===== config.mk =====
export PLATFORM = sky130hd
export DESIGN_NAME = exp_unit
export DESIGN_NICKNAME = d
export VERILOG_FILES = /design/src/rtl/exp_unit_pkg.sv /design/src/rtl/exp_unit_pow2_frac.sv /design/src/rtl/exp_unit.sv
export SDC_FILE = /design/constraint.sdc
export NUM_CORES = 2
export LEC_CHECK = 0
export CORE_MARGIN = 8
export CORE_UTILIZATION = 30
export CTS_CLUSTER_DIAMETER = 100
export DETAILED_ROUTE_END_ITERATION = 12
export GPL_TIMING_DRIVEN = 0
export MAX_ROUTING_LAYER = met4
export SETUP_SLACK_MARGIN = 0.1
export SKIP_LAST_GASP = 1
export SYNTH_ARGS = -nofsm -noshare
export SYNTH_HDL_FRONTEND = slang
export SYNTH_SLANG_ARGS = --single-unit
export TNS_END_PERCENT = 20

===== constraint.sdc =====
create_clock -name clk -period 38.7 [get_ports clk]
set_input_delay 3.87 -clock clk [delete_from_list [all_inputs] [get_ports clk]]
set_output_delay 3.87 -clock clk [all_outputs]
set_load 0.02 [all_outputs]

===== src/rtl/exp_unit_pkg.sv =====
// Shared constants for the Q16.16 exponential unit: format widths, range-reduction
// and polynomial coefficients, clamp limits and saturation value.
package exp_unit_pkg;

    localparam int DATA_W = 32;
    localparam int FRAC_W = 16;
    localparam int X_W    = 49;   // headroom for {Xi,16'b0} - lnF without wrap

    localparam logic signed [31:0] LOG2E = 32'sh0001_7154;
    localparam logic        [15:0] C1    = 16'd43024;
    localparam logic        [15:0] C2    = 16'd22512;

    localparam logic signed [31:0] CLAMP_HI = 32'sh0020_0000;   // +32.0
    localparam logic signed [31:0] CLAMP_LO = -32'sh0020_0000;  // -32.0

    localparam logic signed [15:0] K_SAT = 16'sd16;
    localparam logic signed [15:0] K_UF  = -16'sd17;

    localparam logic [DATA_W-1:0] SAT_VAL = 32'hFFFF_FFFF;

endpackage


===== src/rtl/exp_unit_pow2_frac.sv =====
// Quadratic approximation of 2^f for f in [0,1): m = 1 + C1*f + C2*f^2, result Q1.16.
module pow2_frac
    import exp_unit_pkg::*;
(
    input  logic [15:0] f_i,
    output logic [16:0] m_o
);

    logic [31:0] f_sq;
    logic [31:0] t1;
    logic [31:0] t2;
    logic        unused_lsbs;

    always_comb begin
        f_sq = 32'(f_i) * 32'(f_i);
        t1   = 32'(C1) * 32'(f_i);
        t2   = 32'(C2) * 32'(f_sq[31:16]);
        m_o  = 17'h1_0000 + 17'(t1[31:16]) + 17'(t2[31:16]);
    end

    assign unused_lsbs = ^{f_sq[15:0], t1[15:0], t2[15:0]};

endmodule


===== src/rtl/exp_unit.sv =====
// Three-stage Q16.16 exponential: mode mux + clamp, base-2 range reduction,
// then 2^f polynomial and barrel shift by the integer exponent.
module exp_unit
    import exp_unit_pkg::*;
(
    input  logic              clk,
    input  logic              rst,
    input  logic              is_stage2,
    input  logic              is_stage4,
    input  logic [DATA_W-1:0] lnF,
    input  logic [DATA_W-1:0] Xi,
    output logic [DATA_W-1:0] exp_out
);

    logic                     en;
    logic signed [X_W-1:0]    xi_ext;
    logic signed [X_W-1:0]    lnf_ext;
    logic signed [X_W-1:0]    x_wide;
    logic signed [DATA_W-1:0] x_d, x_q;
    logic signed [63:0]       prod;
    logic signed [15:0]       k_d, k_q;
    logic        [15:0]       f_d, f_q;
    logic        [16:0]       m;
    logic        [15:0]       neg_k;
    logic        [DATA_W-1:0] m_ext;
    logic        [DATA_W-1:0] exp_d, exp_q;
    logic                     unused_bits;

    assign en = is_stage2 | is_stage4;

    // S1: stage 4 wins when both flags are set
    always_comb begin
        xi_ext  = X_W'($signed({Xi, {FRAC_W{1'b0}}}));
        lnf_ext = X_W'($signed(lnF));
        x_wide  = is_stage4 ? (xi_ext - lnf_ext) : xi_ext;
        if (x_wide > X_W'(CLAMP_HI)) begin
            x_d = CLAMP_HI;
        end else if (x_wide < X_W'(CLAMP_LO)) begin
            x_d = CLAMP_LO;
        end else begin
            x_d = x_wide[DATA_W-1:0];
        end
    end

    // S2: y = floor(x * log2(e)); the slice of the product is y's integer and fraction
    always_comb begin
        prod = 64'(x_q) * 64'(LOG2E);
        k_d  = prod[47:32];
        f_d  = prod[31:16];
    end

    pow2_frac u_pow2_frac (
        .f_i (f_q),
        .m_o (m)
    );

    always_comb begin
        neg_k = -k_q;
        m_ext = {{(DATA_W-17){1'b0}}, m};
        if (k_q >= K_SAT) begin
            exp_d = SAT_VAL;
        end else if (k_q <= K_UF) begin
            exp_d = '0;
        end else if (!k_q[15]) begin
            exp_d = m_ext << k_q[3:0];
        end else begin
            exp_d = m_ext >> neg_k[4:0];
        end
    end

    assign unused_bits = ^{prod[63:48], prod[15:0], neg_k[15:5]};

    always_ff @(posedge clk) begin
        if (rst) begin
            x_q   <= '0;
            k_q   <= '0;
            f_q   <= '0;
            exp_q <= '0;
        end else if (en) begin
            x_q   <= x_d;
            k_q   <= k_d;
            f_q   <= f_d;
            exp_q <= exp_d;
        end
    end

    assign exp_out = exp_q;

endmodule


==> results.sh <==
export IMPL_fin_setup_tns_ns=0
export IMPL_hp_class="reg2reg"
export IMPL_cp_top_family="compound AO/OA/AOI/OAI gates"
export IMPL_wl_per_cell_um=16.0
export IMPL_drv_slew=0
export IMPL_critPathRequiredTime_ns=38.95
export IMPL_ant_nets=0
export IMPL_final_util_pct=33.0
export IMPL_crit_buf_inv=11
export IMPL_synthArstFlopShare_pct=0
export IMPL_n_fill_cell=10520
export IMPL_rr_worst_depth=56
export IMPL_ys_types=90
export IMPL_synth_seq_area_share_pct=6.40
export IMPL_synth_edff_count=0
export IMPL_critPathSlowestCell="xnor2_1"
export IMPL_grt_pass1_vias=24294
export IMPL_clk_latency_ns=0.38
export IMPL_clock_sinks=96
export IMPL_ys_ff_latch=96
export IMPL_wirelength_um=79200
export IMPL_worstReg2RegStart="f_q[9]"
export IMPL_rrSetupSlack_ns=21.09
export IMPL_vias=23784
export IMPL_setup_viol=0
export IMPL_coreArea_sq_um=99600
export IMPL_synth_flop_cell="dfxtp_1"
export IMPL_r2r_end="exp_out[24]"
export IMPL_final_layout_size_suffix_gt1_share_pct=2.11
export IMPL_dp_hpwl_um=68800
export IMPL_setup_ws_ns=21.09
export IMPL_synthesis_nets=4550
export IMPL_rows=116
export IMPL_crit_arrival_ns=17.87
export IMPL_first_iter_violations=1215
export IMPL_critPathKind="reg2reg"
export IMPL_cp_start_kind="register"
export IMPL_path_max_fanout=9
export IMPL_track_usage_pct=14.7
export IMPL_grt_pass1_wl_um=130000
export IMPL_min_from="k_q[13]"
export IMPL_syn_to_final_growth_pct=9.65
export IMPL_numPortBuffers=96
export IMPL_hold_viol=0
export IMPL_grt_antenna_before_repair=2
export IMPL_via_per_inst=4.81
export IMPL_slew_headroom_pct=23.8
export IMPL_cts_resized=0
export IMPL_die_w_um=332
export IMPL_cts_tree="built"
export IMPL_h_tree_depth=3
export IMPL_first_pass_iters=6
export IMPL_syn_inst=3529
export IMPL_rsz0062_at_grt="false"
export IMPL_yosysWarningCount=0
export IMPL_grt_max_degree=18
export IMPL_critical_path_most_common_cell="fa_1"
export IMPL_clk_pin_slew_ns=0.06
export IMPL_holdPathStages=2
export IMPL_yosys_area_top_type_share_pct=29.4
export IMPL_synth_cell_area_sq_um=30000
export IMPL_min_period_ns=17.61
export IMPL_die_area_sq_um=110000
export IMPL_max_freq_mhz=56.8
export IMPL_pre_cts_slack_ns=21.03
export IMPL_numCtsBuffers=9
export IMPL_status="completed"
export IMPL_die_h_um=332
export IMPL_fin_nets=4657
export IMPL_worst_pin_slew_ns=1.14
export IMPL_grt_ovfl_total=0
export IMPL_route_detailed_drc=0
export IMPL_ios=100
export IMPL_fin_skew_ns=0.0128
export IMPL_cts_post_setup_buffers_inserted=0
export IMPL_clk_path_buf_depth=2
export IMPL_min_period_over_period_pct=45.5
export IMPL_cts_hold_buf=0
export IMPL_synth_top_area_cell="fa_1"
export IMPL_worstHoldEndpoint="k_q[13]"
export IMPL_start_util_pct=30.1
export IMPL_routabilityCongestion=0.905
export IMPL_syn_area_per_cell_sq_um=8.50
export IMPL_synthTopCellsByArea="fa_1, ha_1, inv_1"
export IMPL_maxCapViolations=0
export IMPL_worst_path_largest_cell_delay_ns=0.80
export IMPL_cts_root_buf="clkbuf_16"
export IMPL_cp_end_kind="register"
[metal layers]
metal	global-route usage, %	part of all wire (%)
met3	1.10	3.4
met5	-	0
met2	24.7	48
met4	3.24	1.9
met1	19.3	47
[flip-flops by register name (all words and copies together), names as in the netlist]
register	count
k_q	16
x_q	32
f_q	16
exp_out	32
[layout make-up]
type                       instances  area, sq um  share of cell area (%)
timing repair buffer              96          961                    2.92
clock buffer                      10          239                   0.726
clock inverter                     6         66.3                   0.202
antenna                            2         5.00                  0.0152
tap                             1298         1620                    4.94
multi-input combinational       2488        24500                    74.5
inverter                         846         3180                    9.65
buffer                            99          395                    1.20
sequential                        96         1920                    5.84
[worst register-to-register path, delay by kind of cell (launching register included)]
kind	cells	cell delay [ns]
buf+inv	11	1.99
xor+xnor	3	1.13
compound gates	20	6.14
fa+ha+maj	14	5.96
simple gates	8	1.74
flops	1	0.50
[cells in the final DEF, fill, tap and decap left out, types with 10 or more instances in the layout]
cell / n
mux2_2: 10
a21boi_0: 13
and4_1: 11
a31oi_1: 28
dfxtp_1: 96
o21a_1: 20
o21bai_1: 12
nand3_1: 38
a32o_1: 13
nor2b_1: 16
or2_2: 18
and3_1: 20
a22o_1: 11
nand4_1: 21
ha_1: 513
nor3_1: 65
o21ai_0: 99
or3_1: 13
a21o_1: 49
nor4_1: 13
xnor2_1: 103
a21oi_1: 168
and2_1: 34
fa_1: 440
a211oi_1: 21
clkdlybuf4s50_1: 96
clkbuf_1: 89
nor2_1: 226
nand2_1: 236
inv_1: 842
o2111ai_1: 10
xor2_1: 64
nand2b_1: 24
mux2i_1: 31
[cell usage after synthesis (all sizes together) (7+ instances only)]
library cell,count
nand2,236
o21bai,12
o2111ai,10
fa,440
nor2,228
ha,513
o221ai,7
xnor2,103
a2111oi,9
or2,18
a22oi,9
nand3,38
and4,11
nand4,21
nor2b,16
a21o,49
mux2i,31
a31oi,28
o22ai,7
o21ai,100
mux2,10
o211ai,9
inv,842
and2,35
or3,13
a21oi,169
buf,9
o21a,22
xor2,64
a22o,11
and3,20
clkbuf,90
a32o,14
o31ai,7
nor3,66
dfxtp,96
a221oi,8
a211oi,21
nor4,13
nand2b,24
a21boi,13
[stage by stage]
stage	hold WS (ns)	instances	instance area, sq um
floorplan	0.445	3529	30000
global placement	0.459	4923	32600
detailed placement	0.467	4923	32600
CTS	0.477	4939	32900
global route	0.490	4941	32900
finish	0.474	4941	32900
[worst max-delay path by stage]
stage	start	end	slack, ns	cells past startpoint
6_report	f_q[9]	exp_out[24]	21.09	56
3_3_place_gp	f_q[9]	exp_out[24]	21.25	56
3_5_place_dp	f_q[9]	exp_out[24]	21.03	56
4_1_cts	f_q[9]	exp_out[24]	20.99	56
2_1_floorplan	f_q[4]	exp_out[24]	24.60	55
5_1_grt	f_q[9]	exp_out[24]	19.93	56
[cells by family after synthesis]
family,synth area share (%)
mux,1.71
flops,6.40
compound gates,12.2
buf+inv,11.9
xor+xnor,4.87
fa+ha+maj,50.7
other cells,0.0125
simple gates,12.1
Power is not shown: default switching activity piles up to over one toggle a cycle in this logic, so the estimate is an artifact.
